`config.mk`:
```
export PLATFORM = sky130hd
export DESIGN_NAME = vram_patgen
export DESIGN_NICKNAME = d
export VERILOG_FILES = /design/src/rtl/vram_patgen.sv
export SDC_FILE = /design/constraint.sdc
export NUM_CORES = 1
export LEC_CHECK = 0
export CAP_MARGIN = 20
export CORE_MARGIN = 3
export CORE_UTILIZATION = 30
export DETAILED_ROUTE_END_ITERATION = 8
export DONT_BUFFER_PORTS = 1
export SYNTH_ARGS = -nofsm -noshare
export SYNTH_HDL_FRONTEND = slang
export SYNTH_SLANG_ARGS = --single-unit
```
`constraint.sdc`:
```
create_clock -name clk_12m -period 6.3 [get_ports clk_12m]
set_clock_uncertainty 0.05 [all_clocks]
set_input_delay 0.63 -clock clk_12m [delete_from_list [all_inputs] [get_ports clk_12m]]
set_output_delay 0.63 -clock clk_12m [all_outputs]
set_load 0.005 [all_outputs]
```
`src/rtl/vram_patgen.sv`:
```
// ---------------------------------------------------------------------------
// vram_patgen
//
// Write-side source for the LCD frame VRAM. In pass-through mode it forwards
// the video sampler's pixel writes to the VRAM write port with one registered
// cycle of latency. In pattern modes it sweeps a built-in test pattern over
// the whole WIDTH x HEIGHT frame, one pixel per clock, x inner / y outer.
// Mode changes are only taken at frame boundaries (frame_start pulses), so a
// sweep in progress always completes with the pattern it started with.
//
// Optional feature macro: PATGEN_ANIM_EN
//   defined   : the x coordinate used by the patterns is offset by a frame
//               counter and every frame boundary in DONE with a non-zero
//               mode re-sweeps, giving a scrolling image.
//   undefined : patterns use the plain x coordinate and DONE only re-sweeps
//               when the newly latched mode differs from the previous one.
//
// Ports
//   clk_12m      in   block clock, all logic on the rising edge
//   rstn         in   synchronous active-low reset
//   mode         in   requested mode: 0 pass, 1 solid, 2 vbars, 3 checker,
//                     4 vertical gradient, 5-7 blank
//   frame_start  in   one-cycle pulse per input frame
//   samp_we      in   sampler write strobe
//   samp_addr    in   sampler write address {y,x}
//   samp_data    in   sampler pixel
//   vram_we      out  VRAM write enable
//   vram_addr    out  VRAM write address {y,x}
//   vram_data    out  VRAM write data
//   busy         out  high on every sweep write cycle
//   sweep_done   out  one-cycle pulse with the last sweep write
// ---------------------------------------------------------------------------
module vram_patgen #(
  parameter int X_BITS    = 8,
  parameter int Y_BITS    = 8,
  parameter int WIDTH     = 160,
  parameter int HEIGHT    = 144,
  parameter int BPP       = 2,
  parameter int BAR_SHIFT = 4,
  parameter int CHK_SHIFT = 3
) (
  input  logic                     clk_12m,
  input  logic                     rstn,
  input  logic [2:0]               mode,
  input  logic                     frame_start,
  input  logic                     samp_we,
  input  logic [X_BITS+Y_BITS-1:0] samp_addr,
  input  logic [BPP-1:0]           samp_data,
  output logic                     vram_we,
  output logic [X_BITS+Y_BITS-1:0] vram_addr,
  output logic [BPP-1:0]           vram_data,
  output logic                     busy,
  output logic                     sweep_done
);

  // The row accumulator must hold up to HEIGHT-1 plus one step of 2**BPP
  // before it is folded back, which always fits in Y_BITS+BPP bits.
  localparam int                ACC_W    = Y_BITS + BPP;
  localparam logic [X_BITS-1:0] X_LAST   = X_BITS'(WIDTH - 1);
  localparam logic [Y_BITS-1:0] Y_LAST   = Y_BITS'(HEIGHT - 1);
  localparam logic [ACC_W-1:0]  ACC_STEP = ACC_W'(2 ** BPP);
  localparam logic [ACC_W-1:0]  ACC_WRAP = ACC_W'(HEIGHT);
  localparam logic [BPP-1:0]    LVL_MAX  = {BPP{1'b1}};

  typedef enum logic [1:0] {
    ST_PASS,
    ST_SWEEP,
    ST_DONE
  } state_t;

  state_t                   state;
  state_t                   state_n;
  logic [2:0]               mode_q;
  logic [2:0]               mode_q_n;
  logic                     pend;
  logic                     pend_n;
  logic [X_BITS-1:0]        x;
  logic [X_BITS-1:0]        x_n;
  logic [Y_BITS-1:0]        y;
  logic [Y_BITS-1:0]        y_n;
  logic [BPP-1:0]           level;
  logic [BPP-1:0]           level_n;
  logic [ACC_W-1:0]         acc;
  logic [ACC_W-1:0]         acc_n;
  logic [ACC_W-1:0]         acc_sum;
  logic                     we_n;
  logic                     busy_n;
  logic                     done_n;
  logic [X_BITS+Y_BITS-1:0] addr_n;
  logic [BPP-1:0]           data_n;
  logic [BPP-1:0]           pix;
  logic [X_BITS-1:0]        xp;
  logic                     resweep;
  logic                     last_x;
  logic                     last_y;

`ifdef PATGEN_ANIM_EN
  logic [X_BITS-1:0] frame_cnt;

  // Free-running frame counter that drives the scrolling offset. It counts
  // every frame boundary regardless of state and simply wraps.
  always_ff @(posedge clk_12m) begin
    if (!rstn) begin
      frame_cnt <= '0;
    end else if (frame_start) begin
      frame_cnt <= frame_cnt + 1'b1;
    end
  end

  assign xp      = x + frame_cnt;
  assign resweep = 1'b1;
`else
  assign xp      = x;
  assign resweep = (mode != mode_q);
`endif

  assign last_x  = (x == X_LAST);
  assign last_y  = (y == Y_LAST);
  assign acc_sum = acc + ACC_STEP;

  // Pattern generator: pure function of the latched mode, the (possibly
  // offset) x coordinate, y and the gradient level. Field extraction uses
  // shifts so the bit position is purely a parameter choice.
  always_comb begin
    pix = '0;
    case (mode_q)
      3'd1:    pix = LVL_MAX;
      3'd2:    pix = BPP'(xp >> BAR_SHIFT);
      3'd3:    pix = BPP'(xp >> CHK_SHIFT) ^ BPP'(y >> CHK_SHIFT);
      3'd4:    pix = level;
      default: pix = '0;
    endcase
  end

  // Next-state and next-output logic. Outputs are fully registered, so this
  // block decides what the write port will present after the coming edge.
  // In SWEEP the gradient level is stepped once per row with an accumulator
  // (level = floor(y * 2**BPP / HEIGHT)) so no divider is needed.
  always_comb begin
    state_n  = state;
    mode_q_n = mode_q;
    pend_n   = pend;
    x_n      = x;
    y_n      = y;
    level_n  = level;
    acc_n    = acc;
    we_n     = 1'b0;
    addr_n   = '0;
    data_n   = '0;
    busy_n   = 1'b0;
    done_n   = 1'b0;

    case (state)
      ST_PASS: begin
        we_n   = samp_we;
        addr_n = samp_addr;
        data_n = samp_data;
        if (frame_start && (mode != 3'd0)) begin
          mode_q_n = mode;
          state_n  = ST_SWEEP;
          x_n      = '0;
          y_n      = '0;
          level_n  = '0;
          acc_n    = '0;
        end
      end

      ST_SWEEP: begin
        we_n   = 1'b1;
        busy_n = 1'b1;
        addr_n = {y, x};
        data_n = pix;
        if (frame_start) begin
          pend_n = 1'b1;
        end
        if (last_x) begin
          x_n = '0;
          if (acc_sum >= ACC_WRAP) begin
            acc_n = acc_sum - ACC_WRAP;
            if (level != LVL_MAX) begin
              level_n = level + 1'b1;
            end
          end else begin
            acc_n = acc_sum;
          end
          if (last_y) begin
            y_n     = '0;
            done_n  = 1'b1;
            state_n = ST_DONE;
          end else begin
            y_n = y + 1'b1;
          end
        end else begin
          x_n = x + 1'b1;
        end
      end

      ST_DONE: begin
        if (frame_start || pend) begin
          pend_n   = 1'b0;
          mode_q_n = mode;
          if (mode == 3'd0) begin
            state_n = ST_PASS;
          end else if (resweep) begin
            state_n = ST_SWEEP;
            x_n     = '0;
            y_n     = '0;
            level_n = '0;
            acc_n   = '0;
          end
        end
      end

      default: begin
        state_n = ST_PASS;
      end
    endcase
  end

  // State, sweep position, gradient and output registers. Reset returns the
  // block to pass-through with every output low, even in the middle of a
  // sweep.
  always_ff @(posedge clk_12m) begin
    if (!rstn) begin
      state      <= ST_PASS;
      mode_q     <= '0;
      pend       <= 1'b0;
      x          <= '0;
      y          <= '0;
      level      <= '0;
      acc        <= '0;
      vram_we    <= 1'b0;
      vram_addr  <= '0;
      vram_data  <= '0;
      busy       <= 1'b0;
      sweep_done <= 1'b0;
    end else begin
      state      <= state_n;
      mode_q     <= mode_q_n;
      pend       <= pend_n;
      x          <= x_n;
      y          <= y_n;
      level      <= level_n;
      acc        <= acc_n;
      vram_we    <= we_n;
      vram_addr  <= addr_n;
      vram_data  <= data_n;
      busy       <= busy_n;
      sweep_done <= done_n;
    end
  end

endmodule
```
==> results of run 1 <==
## metrics by stage
step	power (mW)	cell area [um2]	util (%)	hold slack [ns]	setup slack [ns]
after global routing	0.678	3010	33.6	0.373	3.41
after CTS	0.651	3000	33.5	0.381	3.68
after floorplan	0.438	2850	-	0.414	3.87
final	0.642	3010	33.6	0.393	3.66
after detailed placement	0.450	2910	32.4	0.449	3.70
after global placement	0.448	2910	32.4	0.441	3.78
## how the worst max path moves through the flow
stage,depth (start not counted),start,slack (ns),end
final,8,acc[4],3.66,acc[6]
after global routing,10,acc[2],3.41,acc[9]
after CTS,8,acc[4],3.68,acc[6]
after detailed placement,10,acc[2],3.70,acc[6]
after global placement,10,acc[2],3.78,acc[6]
after floorplan,11,acc[2],3.87,acc[6]
## state kept, by name (all words and copies together) (netlist names)
name	count
vram_addr	16
acc	8
x	8
y	8
mode_q	3
level	2
state	2
vram_data	2
busy	1
pend	1
sweep_done	1
vram_we	1
## power by group through the flow
stage	sequential, mW	combinational, mW	clock (mW)
3_3_place_gp	0.372	0.0754	0
4_1_cts	0.365	0.0775	0.209
5_1_grt	0.367	0.0882	0.223
3_5_place_dp	0.373	0.0771	0
2_1_floorplan	0.364	0.0735	0
6_report	0.365	0.0781	0.199
## cell usage in the layout, fill, tap and decap left out, types with 4 or more instances in the layout
cell type,Yosys,layout
sky130_fd_sc_hd__a211oi_1,5,5
sky130_fd_sc_hd__a21oi_1,24,24
sky130_fd_sc_hd__a22o_1,19,19
sky130_fd_sc_hd__a22oi_1,4,4
sky130_fd_sc_hd__a31oi_1,4,4
sky130_fd_sc_hd__clkbuf_8,0,6
sky130_fd_sc_hd__dfxtp_1,53,53
sky130_fd_sc_hd__ha_1,6,6
sky130_fd_sc_hd__inv_1,9,9
sky130_fd_sc_hd__mux2i_1,6,6
sky130_fd_sc_hd__nand2_1,21,21
sky130_fd_sc_hd__nand2b_1,6,6
sky130_fd_sc_hd__nand3_1,9,9
sky130_fd_sc_hd__nand4_1,4,4
sky130_fd_sc_hd__nor2_1,28,28
sky130_fd_sc_hd__nor3_1,5,5
sky130_fd_sc_hd__o21a_1,4,4
sky130_fd_sc_hd__o21ai_0,22,22
sky130_fd_sc_hd__o22ai_1,4,4
sky130_fd_sc_hd__or3_1,13,13
sky130_fd_sc_hd__xnor2_1,9,9
## cell families after synthesis
family,count (synthesis),synth area share [%]
AND/OR/NAND/NOR,117,22.8
AO/OA/AOI/OAI,110,26.8
XOR/XNOR,11,3.38
buffers and inverters,27,5.09
multiplexers,6,2.10
flip-flops,53,37.2
adder cells (fa/ha/maj),6,2.63
## final cells by class
| class | count | area [um2] | area share [%] |
|---|---|---|---|
| clock buffer | 6 | 82.6 | 2.74 |
| clock inverter | 2 | 13.8 | 0.457 |
| inverter | 9 | 33.8 | 1.12 |
| multi-input combinational | 250 | 1650 | 54.7 |
| sequential | 53 | 1060 | 35.2 |
| tap | 126 | 158 | 5.23 |
| timing repair buffer | 2 | 15.0 | 0.499 |
## worst register-to-register path: cells and delay by family, from the launching register on
| family | cells | cell delay [ns] |
|---|---|---|
| fa+ha+maj | 1 | 0.29 |
| xor+xnor | 1 | 0.32 |
| flops | 1 | 0.57 |
| simple gates | 2 | 0.62 |
| buf+inv | 1 | 0.10 |
| compound gates | 3 | 0.59 |
## metal layers
layer | track usage (%) | vias up | routed length [um]
li1 | - | 1207 | -
met1 | 16.8 | 1113 | 3070
met2 | 19.0 | 63 | 2940
met3 | 2.86 | 6 | 365
met4 | 2.28 | 0 | 44
met5 | 0 | - | 0
==> impl_metrics.prom, run 1 <==
# TYPE chip_impl_metric gauge
chip_impl_metric{name="max_slew.worst_pin.slew",unit="ns"} 0.726
chip_impl_info{name="clock-root-buffer",value="sky130_fd_sc_hd__clkbuf_8"} 1
chip_impl_metric{name="die-area",unit="um2"} 10700
chip_impl_info{name="timing.rr.start",value="acc[4]"} 1
chip_impl_metric{name="power_frac_seq",unit="%"} 56.8
chip_impl_metric{name="synth-edff-count",unit=""} 0
chip_impl_metric{name="pwr_density_cell",unit="nW/um2"} 213
chip_impl_metric{name="grt_remaining_overflow",unit=""} 0
chip_impl_metric{name="maxClockFrequency",unit="GHz"} 0.379
chip_impl_metric{name="p_leak",unit="nW"} 1.04
chip_impl_metric{name="postSynth.asyncResetShare",unit="%"} 0
chip_impl_metric{name="cts_htree_levels",unit=""} 2
chip_impl_metric{name="clkPwrFrac",unit="%"} 31.0
chip_impl_info{name="startpoint_type",value="flop"} 1
chip_impl_info{name="clock_tree_from_tritoncts",value="done"} 1
chip_impl_metric{name="placed_cell_count",unit=""} 439
chip_impl_metric{name="drt_first_pass_iters",unit=""} 4
chip_impl_metric{name="reg2reg_setup_slack",unit="ns"} 3.66
chip_impl_metric{name="number_of_antenna_violations_at_the_first_check_in_global_routing",unit=""} 0
chip_impl_metric{name="vias_per_instance",unit=""} 5.33
chip_impl_metric{name="initial_core_util",unit="%"} 31.8
chip_impl_info{name="min_to",value="vram_addr[0]"} 1
chip_impl_metric{name="min_delay_path_depth",unit=""} 1
chip_impl_metric{name="tns",unit="ns"} 0
chip_impl_metric{name="ioPinCount",unit=""} 46
chip_impl_metric{name="ant_nets",unit=""} 0
chip_impl_metric{name="final_cell_count_no_fill",unit=""} 448
chip_impl_info{name="unrepaired_setup_endpoints_after_global_routing",value="false"} 1
chip_impl_metric{name="post_synth.cell_area_avg",unit="um2"} 8.65
chip_impl_metric{name="wire_per_inst",unit="um"} 14.3
chip_impl_metric{name="finalHoldViolCount",unit=""} 0
chip_impl_info{name="run_status",value="completed"} 1
chip_impl_info{name="crit_path_top_delay_cell",value="sky130_fd_sc_hd__dfxtp_1"} 1
chip_impl_metric{name="post_cts_hold_buffer_count",unit=""} 0
chip_impl_metric{name="globalplace.congestion",unit=""} 0.833
chip_impl_metric{name="route.detailed.drc",unit=""} 0
chip_impl_metric{name="synth.cell_area",unit="um2"} 2850
chip_impl_metric{name="post_synthesis_cell_count",unit=""} 330
chip_impl_metric{name="cp_data_arrival_time",unit="ns"} 2.80
chip_impl_info{name="synthDominantAreaCellType",value="sky130_fd_sc_hd__dfxtp_1"} 1
chip_impl_metric{name="worst_ep_required_time",unit="ns"} 6.46
chip_impl_metric{name="place.port_buffers",unit=""} 0
chip_impl_info{name="critPathTopFamily",value="simple AND/OR/NAND/NOR gates"} 1
chip_impl_metric{name="synth.ff_latch_count",unit=""} 53
chip_impl_metric{name="report.final.setup_viol",unit=""} 0
chip_impl_metric{name="critPathMaxStageDelay",unit="ns"} 0.57
chip_impl_metric{name="combinationalPowerShare",unit="%"} 12.2
chip_impl_metric{name="ctsResizeCount",unit=""} 0
chip_impl_metric{name="drt_first_iter_violations",unit=""} 205
chip_impl_metric{name="final_layout_size_suffix_gt1_share",unit="%"} 8.07
chip_impl_metric{name="maxSlewViolCount",unit=""} 0
chip_impl_info{name="critical_path.cell_chain",value="nand3_2, xnor2_1, ha_1, inv_1, nor4_1, o21ai_0, a31o_1, a22o_1"} 1
chip_impl_metric{name="clk-insertion-delay-late",unit="ns"} 0.30
chip_impl_metric{name="cts-buffers-inserted",unit=""} 5
chip_impl_metric{name="finalWorstPathRequiredPeriod",unit="ns"} 2.64
chip_impl_metric{name="drt_wl_total",unit="mm"} 6.42
chip_impl_metric{name="grt_start_max_net_pins",unit=""} 18
chip_impl_metric{name="yosys_warnings",unit=""} 0
chip_impl_metric{name="die_x",unit="um"} 104
chip_impl_metric{name="net-switching-power",unit="mW"} 0.172
chip_impl_metric{name="ys_types",unit=""} 62
chip_impl_metric{name="min_period_over_period",unit="%"} 41.9
chip_impl_info{name="netlist_top_cells_count",value="sky130_fd_sc_hd__dfxtp_1, sky130_fd_sc_hd__nor2_1, sky130_fd_sc_hd__a21oi_1"} 1
chip_impl_metric{name="critPathMaxFanout",unit=""} 11
chip_impl_metric{name="area_growth",unit="%"} 5.52
chip_impl_metric{name="reported_max_cap_violation_count",unit=""} 0
chip_impl_metric{name="dp_hpwl",unit="mm"} 4.92
chip_impl_metric{name="core_area",unit="um2"} 8980
chip_impl_metric{name="slew-limit-headroom",unit="%"} 51.2
chip_impl_metric{name="post-cts-setup-buffer-count",unit=""} 0
chip_impl_metric{name="fp.dieH",unit="um"} 104
chip_impl_metric{name="fillCellCount",unit=""} 930
chip_impl_metric{name="worst_r2r_path_depth",unit=""} 8
chip_impl_info{name="worstHoldPathType",value="primary input to flop"} 1
chip_impl_metric{name="routed-via-count",unit=""} 2389
chip_impl_metric{name="tritoncts_num_sinks",unit=""} 53
chip_impl_metric{name="number_of_global_route_vias_before_repair",unit=""} 2092
chip_impl_metric{name="power.switching_fraction",unit="%"} 26.8
chip_impl_metric{name="irDropWorstVdd",unit="mV"} 0.0689
chip_impl_info{name="dominantRegCellSynth",value="sky130_fd_sc_hd__dfxtp_1"} 1
chip_impl_info{name="timing.hold.worst.start",value="samp_addr[0]"} 1
chip_impl_metric{name="nNetsFinal",unit=""} 352
chip_impl_metric{name="grt.total_usage",unit="%"} 12.0
chip_impl_info{name="ys_top_cells_by_area",value="sky130_fd_sc_hd__dfxtp_1, sky130_fd_sc_hd__a22o_1, sky130_fd_sc_hd__a21oi_1"} 1
chip_impl_info{name="worst-setup-path-type",value="flop to flop"} 1
chip_impl_metric{name="cellInternalPower",unit="mW"} 0.470
chip_impl_info{name="critPathCaptureType",value="flop"} 1
chip_impl_metric{name="critPathBufInv",unit=""} 1
chip_impl_info{name="worst_r2r_endpoint",value="acc[6]"} 1
chip_impl_metric{name="clk_path_buf_depth",unit=""} 2
chip_impl_metric{name="row_count",unit=""} 34
chip_impl_metric{name="synth_seq_area_share",unit="%"} 37.2
chip_impl_metric{name="cts.clk_slew.worst_paths",unit="ns"} 0.10
chip_impl_info{name="yosysMostFrequentCell",value="sky130_fd_sc_hd__dfxtp_1"} 1
chip_impl_metric{name="global_route_wire_length_before_repair",unit="mm"} 10.7
chip_impl_metric{name="antenna_cells_inserted",unit=""} 0
chip_impl_metric{name="netlist.area_leader.share",unit="%"} 37.2
chip_impl_metric{name="synth_nets",unit=""} 361
Note: power is estimated with default switching activity, not from simulation.
==> inputs of run 2 (changes only) <==
==> constraint.sdc (replaced) <==
create_clock -name clk_12m -period 2.2 [get_ports clk_12m]
set_clock_uncertainty 0.05 [all_clocks]
set_input_delay 0.22 -clock clk_12m [delete_from_list [all_inputs] [get_ports clk_12m]]
set_output_delay 0.22 -clock clk_12m [all_outputs]
set_load 0.005 [all_outputs]
==> run 2 against run 1 <==
The run now ends with setup timing left. Cell area rose by 20%. Fmax rose by 20%. Final cell count rose by 12%. Die area did not move. Non-clock buffer count rose by 53. Wire length rose by 10%. First-iteration DRC count fell by 31%. Global-route usage rose by 1.2 points. Sequential share of layout area fell by 5.7 points.
==> impl_metrics.prom, run 2 (synthesized netlist as in run 1, its figures left out) <==
# TYPE chip_impl_metric gauge
chip_impl_info{name="run_status",value="finished with violations"} 1
chip_impl_info{name="failing_checks",value="setup timing"} 1
chip_impl_metric{name="maxSlewViolCount",unit=""} 0
chip_impl_metric{name="area_growth",unit="%"} 26.5
chip_impl_metric{name="initial_core_util",unit="%"} 31.8
chip_impl_metric{name="global_route_wire_length_before_repair",unit="mm"} 11.9
chip_impl_metric{name="globalplace.congestion",unit=""} 0.933
chip_impl_metric{name="finalWorstPathRequiredPeriod",unit="ns"} 2.20
chip_impl_metric{name="reg2reg_setup_slack",unit="ns"} -0.002
chip_impl_metric{name="p_leak",unit="nW"} 1.34
chip_impl_metric{name="number_of_antenna_violations_at_the_first_check_in_global_routing",unit=""} 0
chip_impl_info{name="critPathCaptureType",value="flop"} 1
chip_impl_metric{name="report.final.setup_viol",unit=""} 1
chip_impl_metric{name="clk_path_buf_depth",unit=""} 2
chip_impl_info{name="worst-setup-path-type",value="flop to flop"} 1
chip_impl_metric{name="antenna_cells_inserted",unit=""} 0
chip_impl_info{name="register_with_the_most_flip_flops",value="vram_addr"} 1
chip_impl_metric{name="cts_htree_levels",unit=""} 2
chip_impl_info{name="layout.cells.most_common",value="sky130_fd_sc_hd__dfxtp_1"} 1
chip_impl_info{name="worst_r2r_endpoint",value="acc[6]"} 1
chip_impl_metric{name="min_period_over_period",unit="%"} 100
chip_impl_metric{name="die-area",unit="um2"} 10700
chip_impl_metric{name="cts-buffers-inserted",unit=""} 5
chip_impl_metric{name="drt_first_iter_violations",unit=""} 142
chip_impl_metric{name="fp.dieH",unit="um"} 104
chip_impl_metric{name="final_cell_count_no_fill",unit=""} 501
chip_impl_metric{name="drt_first_pass_iters",unit=""} 4
chip_impl_metric{name="hold_ws",unit="ns"} 0.0120
chip_impl_metric{name="max_slew.worst_pin.slew",unit="ns"} 0.612
chip_impl_metric{name="ioPinCount",unit=""} 46
chip_impl_metric{name="cp_data_arrival_time",unit="ns"} 2.36
chip_impl_metric{name="vias_per_instance",unit=""} 5.12
chip_impl_metric{name="ant_nets",unit=""} 0
chip_impl_metric{name="grt_start_max_net_pins",unit=""} 18
chip_impl_metric{name="postLayoutSetupSlackWorst",unit="ns"} -0.00177
chip_impl_metric{name="grt.total_usage",unit="%"} 13.2
chip_impl_info{name="clock_tree_from_tritoncts",value="done"} 1
chip_impl_metric{name="critPathMaxFanout",unit=""} 4
chip_impl_metric{name="nNetsFinal",unit=""} 405
chip_impl_metric{name="finalHoldViolCount",unit=""} 0
chip_impl_metric{name="dp_hpwl",unit="mm"} 5.23
chip_impl_info{name="crit_start",value="acc[3]"} 1
chip_impl_info{name="crit_end",value="acc[6]"} 1
chip_impl_metric{name="routed-via-count",unit=""} 2567
chip_impl_metric{name="fillCellCount",unit=""} 886
chip_impl_metric{name="drt_wl_total",unit="mm"} 7.09
chip_impl_metric{name="placed_cell_count",unit=""} 473
chip_impl_metric{name="tritoncts_num_sinks",unit=""} 53
chip_impl_metric{name="worst_ep_required_time",unit="ns"} 2.36
chip_impl_metric{name="wire_per_inst",unit="um"} 14.2
chip_impl_metric{name="route.detailed.drc",unit=""} 0
chip_impl_metric{name="pwr_density_cell",unit="nW/um2"} 559
chip_impl_metric{name="largest_register_ff_count",unit=""} 16
chip_impl_metric{name="row_count",unit=""} 34
chip_impl_metric{name="worst_r2r_path_depth",unit=""} 8
chip_impl_metric{name="die_x",unit="um"} 104
chip_impl_metric{name="number_of_global_route_vias_before_repair",unit=""} 2366
chip_impl_metric{name="cts.clk_slew.worst_paths",unit="ns"} 0.10
chip_impl_metric{name="place.port_buffers",unit=""} 0
chip_impl_info{name="startpoint_type",value="flop"} 1
chip_impl_metric{name="slew-limit-headroom",unit="%"} 59.1
chip_impl_metric{name="maxClockFrequency",unit="GHz"} 0.454
chip_impl_info{name="unrepaired_setup_endpoints_after_global_routing",value="true"} 1
chip_impl_info{name="worstHoldPathType",value="primary input to flop"} 1
chip_impl_metric{name="grt_remaining_overflow",unit=""} 0
chip_impl_metric{name="clk-insertion-delay-late",unit="ns"} 0.31
chip_impl_metric{name="final_layout_size_suffix_gt1_share",unit="%"} 21.1
chip_impl_info{name="clock-root-buffer",value="sky130_fd_sc_hd__clkbuf_8"} 1
chip_impl_metric{name="reported_max_cap_violation_count",unit=""} 0
chip_impl_info{name="most-common-layout-cells",value="sky130_fd_sc_hd__dfxtp_1, sky130_fd_sc_hd__buf_4, sky130_fd_sc_hd__nor2_1"} 1
chip_impl_metric{name="min_delay_path_depth",unit=""} 2
chip_impl_metric{name="core_area",unit="um2"} 8980
chip_impl_info{name="timing.rr.start",value="acc[3]"} 1
chip_impl_metric{name="irDropWorstVdd",unit="mV"} 0.275
## run 2: cell count changes in the layout (fill, tap and decap cells not counted), moves of 2 or more
cell                            previous run  this run
sky130_fd_sc_hd__xnor2_1                   9         7
sky130_fd_sc_hd__ha_1                      6         4
sky130_fd_sc_hd__nor4_1                    3         1
sky130_fd_sc_hd__dlygate4sd3_1             0        17
sky130_fd_sc_hd__buf_4                     2        36
sky130_fd_sc_hd__nor4_4                    1         3
sky130_fd_sc_hd__dfxtp_2                   0         4
sky130_fd_sc_hd__buf_6                     0         2
sky130_fd_sc_hd__dfxtp_1                  53        49
sky130_fd_sc_hd__xnor2_2                   0         2
sky130_fd_sc_hd__o21ai_0                  22        20
## run 2: final cells by class
| class | instances | area [um2] | share of cell area [%] |
|---|---|---|---|
| Clock buffer | 6 | 72.6 | 2.01 |
| Clock inverter | 2 | 38.8 | 1.07 |
| Inverter | 9 | 33.8 | 0.936 |
| Multi-Input combinational cell | 250 | 1780 | 49.3 |
| Sequential cell | 53 | 1070 | 29.5 |
| Tap cell | 126 | 158 | 4.37 |
| Timing Repair Buffer | 55 | 463 | 12.8 |
## run 2: how the worst min path moves through the flow
stage,end,slack (ns),from
after floorplan,vram_we,0.29,samp_we
after global placement,vram_we,0.29,samp_we
after detailed placement,vram_addr[5],0.30,samp_addr[5]
after CTS,vram_addr[1],0.009,samp_addr[1]
after global routing,vram_data[0],0.02,samp_data[0]
final,vram_data[0],0.01,samp_data[0]
## run 2: routing by layer
| metal | share of wire, % | track usage, % | vias up |
|---|---|---|---|
| met1 | 47 | 17.7 | 1193 |
| met3 | 5.5 | 3.17 | 5 |
| met2 | 47 | 21.6 | 60 |
| li1 | - | - | 1309 |
| met4 | 0.58 | 2.66 | 0 |
| met5 | 0 | 0 | - |
## run 2: per-stage QoR
step	total power, mW	setup TNS, ns	worst slack (ns)	util [%]	cell area, um2
finish	2.02	-0.00177	-0.00177	40.2	3610
CTS	2.02	0	0.0217	39.3	3530
global route	2.11	-0.290	-0.111	40.2	3610
detailed placement	1.33	-0.168	-0.0920	35.5	3190
global placement	1.32	-0.0222	-0.0222	35.5	3190
floorplan	1.26	-0.125	-0.125	-	2880
## run 2: where the power goes
group	switching, mW	total (mW)	internal [mW]
logic	0.163	0.314	0.151
registers	0.0357	1.04	1.00
clock network	0.326	0.668	0.342
## run 2: repair_timing
item / CTS / global route
hold buffers: 16 / 1
cloned: 0 / 0
setup buffers: 1 / 1
endpoints found under the hold margin: 16 / 1
gates resized for setup: 11 / 11
setup endpoints to repair: 3 / 11
pin swaps: 4 / 4
## run 2: worst max-delay path: stages, from the launching register on
cell,delay (ns)
sky130_fd_sc_hd__dfxtp_2,0.35
sky130_fd_sc_hd__ha_4,0.18
sky130_fd_sc_hd__buf_4,0.13
sky130_fd_sc_hd__and3_2,0.24
sky130_fd_sc_hd__a311oi_4,0.38
sky130_fd_sc_hd__nor4_4,0.09
sky130_fd_sc_hd__or3_1,0.34
sky130_fd_sc_hd__a31o_1,0.18
sky130_fd_sc_hd__a22o_1,0.17
==> inputs of run 3 (changes only) <==
--- a/config.mk
+++ b/config.mk
@@ -10,6 +10,7 @@
 export CORE_UTILIZATION = 30
 export DETAILED_ROUTE_END_ITERATION = 8
 export DONT_BUFFER_PORTS = 1
+export MAX_ROUTING_LAYER = met4
 export SYNTH_ARGS = -nofsm -noshare
 export SYNTH_HDL_FRONTEND = slang
 export SYNTH_SLANG_ARGS = --single-unit
==> run 3 against run 2 <==
The run still ends with setup timing left. Sequential power barely moved. Sequential share of layout area did not move. Total power rose by 0.11%. Wire length fell by 0.27%. Critical path type unchanged. Largest power group unchanged.
==> impl_metrics.prom, run 3 (synthesized netlist as in run 1, its figures left out) <==
# TYPE chip_impl_metric gauge
chip_impl_metric{name="die-area",unit="um2"} 10700
chip_impl_metric{name="maxSlewViolCount",unit=""} 0
chip_impl_metric{name="irDropWorstVdd",unit="mV"} 0.277
chip_impl_metric{name="vias_per_instance",unit=""} 5.13
chip_impl_metric{name="routed-via-count",unit=""} 2572
chip_impl_metric{name="ioPinCount",unit=""} 46
chip_impl_metric{name="reported_max_cap_violation_count",unit=""} 0
chip_impl_info{name="critical_path.cell_chain",value="ha_4, buf_4, and3_2, a311oi_4, nor4_4, or3_1, a31o_1, a22o_1"} 1
chip_impl_metric{name="critical_path_cell_count",unit=""} 8
chip_impl_metric{name="largest_register_ff_count",unit=""} 16
chip_impl_info{name="startpoint_type",value="flop"} 1
chip_impl_info{name="critPathTopFamily",value="compound AO/OA/AOI/OAI gates"} 1
chip_impl_metric{name="nNetsFinal",unit=""} 405
chip_impl_info{name="crit_start",value="acc[3]"} 1
chip_impl_metric{name="p_leak",unit="nW"} 1.34
chip_impl_metric{name="worst_ep_required_time",unit="ns"} 2.36
chip_impl_metric{name="global_route_wire_length_before_repair",unit="mm"} 11.9
chip_impl_metric{name="tritoncts_num_sinks",unit=""} 53
chip_impl_metric{name="cts_htree_levels",unit=""} 2
chip_impl_metric{name="dpl_cell_area",unit="um2"} 3190
chip_impl_info{name="register_with_the_most_flip_flops",value="vram_addr"} 1
chip_impl_metric{name="grt_start_max_net_pins",unit=""} 18
chip_impl_info{name="crit_path_top_delay_cell",value="sky130_fd_sc_hd__a311oi_4"} 1
chip_impl_metric{name="place.port_buffers",unit=""} 0
chip_impl_metric{name="fillCellCount",unit=""} 886
chip_impl_info{name="run_status",value="finished with violations"} 1
chip_impl_metric{name="grt_remaining_overflow",unit=""} 0
chip_impl_metric{name="drt_wl_total",unit="mm"} 7.07
chip_impl_metric{name="ant_nets",unit=""} 0
chip_impl_metric{name="maxClockFrequency",unit="GHz"} 0.454
chip_impl_metric{name="area_growth",unit="%"} 26.5
chip_impl_metric{name="row_count",unit=""} 34
chip_impl_metric{name="postLayoutSetupSlackWorst",unit="ns"} -0.00231
chip_impl_metric{name="hold_ws",unit="ns"} 0.0141
chip_impl_metric{name="max_slew.worst_pin.slew",unit="ns"} 0.587
chip_impl_metric{name="reg2reg_setup_slack",unit="ns"} -0.002
chip_impl_metric{name="clk_path_buf_depth",unit=""} 2
chip_impl_metric{name="number_of_global_route_vias_before_repair",unit=""} 2368
chip_impl_metric{name="die_x",unit="um"} 104
chip_impl_metric{name="tns",unit="ns"} -0.00231
chip_impl_metric{name="pwr_density_cell",unit="nW/um2"} 559
chip_impl_metric{name="final_core_util",unit="%"} 40.2
chip_impl_metric{name="pre_cts_slack",unit="ns"} -0.0920
chip_impl_metric{name="worst_r2r_path_depth",unit=""} 8
chip_impl_metric{name="wire_per_inst",unit="um"} 14.1
chip_impl_metric{name="drt_first_pass_iters",unit=""} 5
chip_impl_metric{name="critPathMaxFanout",unit=""} 4
chip_impl_metric{name="drt_first_iter_violations",unit=""} 145
chip_impl_metric{name="initial_core_util",unit="%"} 31.8
chip_impl_metric{name="finalHoldViolCount",unit=""} 0
chip_impl_metric{name="route.detailed.drc",unit=""} 0
chip_impl_metric{name="globalplace.congestion",unit=""} 0.950
chip_impl_info{name="failing_checks",value="setup timing"} 1
chip_impl_info{name="clock-root-buffer",value="sky130_fd_sc_hd__clkbuf_8"} 1
chip_impl_metric{name="critPathBufInv",unit=""} 1
chip_impl_metric{name="final_layout_size_suffix_gt1_share",unit="%"} 21.1
chip_impl_metric{name="cp_data_arrival_time",unit="ns"} 2.36
chip_impl_metric{name="antenna_cells_inserted",unit=""} 0
chip_impl_metric{name="number_of_antenna_violations_at_the_first_check_in_global_routing",unit=""} 0
chip_impl_metric{name="critPathMaxStageDelay",unit="ns"} 0.38
chip_impl_metric{name="clk-insertion-delay-late",unit="ns"} 0.30
chip_impl_metric{name="grt.total_usage",unit="%"} 13.6
chip_impl_info{name="worst-setup-path-type",value="flop to flop"} 1
chip_impl_metric{name="post_layout_inst_area",unit="um2"} 3610
chip_impl_metric{name="cts-buffers-inserted",unit=""} 5
chip_impl_info{name="crit_end",value="acc[6]"} 1
chip_impl_metric{name="core_area",unit="um2"} 8980
chip_impl_metric{name="cts.clk_slew.worst_paths",unit="ns"} 0.10
chip_impl_info{name="layout.cells.most_common",value="sky130_fd_sc_hd__dfxtp_1"} 1
chip_impl_info{name="unrepaired_setup_endpoints_after_global_routing",value="true"} 1
chip_impl_metric{name="slew-limit-headroom",unit="%"} 60.8
chip_impl_info{name="critPathCaptureType",value="flop"} 1
chip_impl_info{name="most-common-layout-cells",value="sky130_fd_sc_hd__dfxtp_1, sky130_fd_sc_hd__buf_4, sky130_fd_sc_hd__nor2_1"} 1
chip_impl_metric{name="finalWorstPathRequiredPeriod",unit="ns"} 2.20
chip_impl_info{name="clock_tree_from_tritoncts",value="done"} 1
chip_impl_info{name="worstHoldPathType",value="primary input to flop"} 1
chip_impl_info{name="timing.rr.start",value="acc[3]"} 1
chip_impl_metric{name="report.final.setup_viol",unit=""} 1
chip_impl_metric{name="dp_hpwl",unit="mm"} 5.23
chip_impl_metric{name="min_period_over_period",unit="%"} 100
chip_impl_metric{name="fp.dieH",unit="um"} 104
chip_impl_info{name="worst_r2r_endpoint",value="acc[6]"} 1
==> run 3: cell counts in the layout (fill, tap and decap cells not counted) <==
Identical to the previous run, type by type.
==> run 3: how the worst min path moves through the flow <==
stage                       from      endpoint  slack (ns)  cells after the start
global placement         samp_we       vram_we        0.29                      2
floorplan                samp_we       vram_we        0.29                      2
CTS                 samp_addr[1]  vram_addr[1]       0.009                      1
global route        samp_data[0]  vram_data[0]        0.02                      2
finish              samp_data[0]  vram_data[0]        0.01                      2
detailed placement  samp_addr[5]  vram_addr[5]        0.30                      1
==> run 3: cell type report <==
type	instances	area [um2]	share of cell area [%]
Tap cell	126	158	4.37
Multi-Input combinational cell	250	1780	49.3
Sequential cell	53	1070	29.5
Timing Repair Buffer	55	463	12.8
Clock buffer	6	72.6	2.01
Clock inverter	2	38.8	1.07
Inverter	9	33.8	0.936
==> run 3: metal layers <==
metal	GRT usage (%)	up-vias	wire length, um
met3	3.48	4	406
met4	2.37	0	29
met5	-	-	0
met1	17.8	1200	3270
met2	21.6	65	3370
li1	-	1303	-
==> run 3: where the power goes <==
part	internal [mW]	switching [mW]	leakage, nW
Sequential	1.00	0.0356	0.435
Clock	0.342	0.329	0.0554
Combinational	0.151	0.163	0.846
Total	1.49	0.527	1.34
==> run 3: worst reg2reg max path: stages, from the launching register on <==
cell and delay, ns:
sky130_fd_sc_hd__dfxtp_2 0.35, sky130_fd_sc_hd__ha_4 0.18, sky130_fd_sc_hd__buf_4 0.13, sky130_fd_sc_hd__and3_2 0.24
sky130_fd_sc_hd__a311oi_4 0.38, sky130_fd_sc_hd__nor4_4 0.09, sky130_fd_sc_hd__or3_1 0.34, sky130_fd_sc_hd__a31o_1 0.18
sky130_fd_sc_hd__a22o_1 0.17
==> run 3: repair_timing <==
item | 4_1_cts | 5_1_grt
endpoints found under the setup margin | 3 | 10
setup buffers | 1 | 1
hold buffers | 16 | 1
cloned | 0 | 0
resized for setup | 11 | 11
endpoints found under the hold margin | 16 | 1
pin swaps | 4 | 4
==> run 3: per-stage QoR <==
| stage | power (mW) | instances |
|---|---|---|
| 2_1_floorplan | 1.26 | 330 |
| 3_3_place_gp | 1.32 | 473 |
| 3_5_place_dp | 1.33 | 473 |
| 4_1_cts | 2.02 | 498 |
| 5_1_grt | 2.11 | 501 |
| 6_report | 2.02 | 501 |
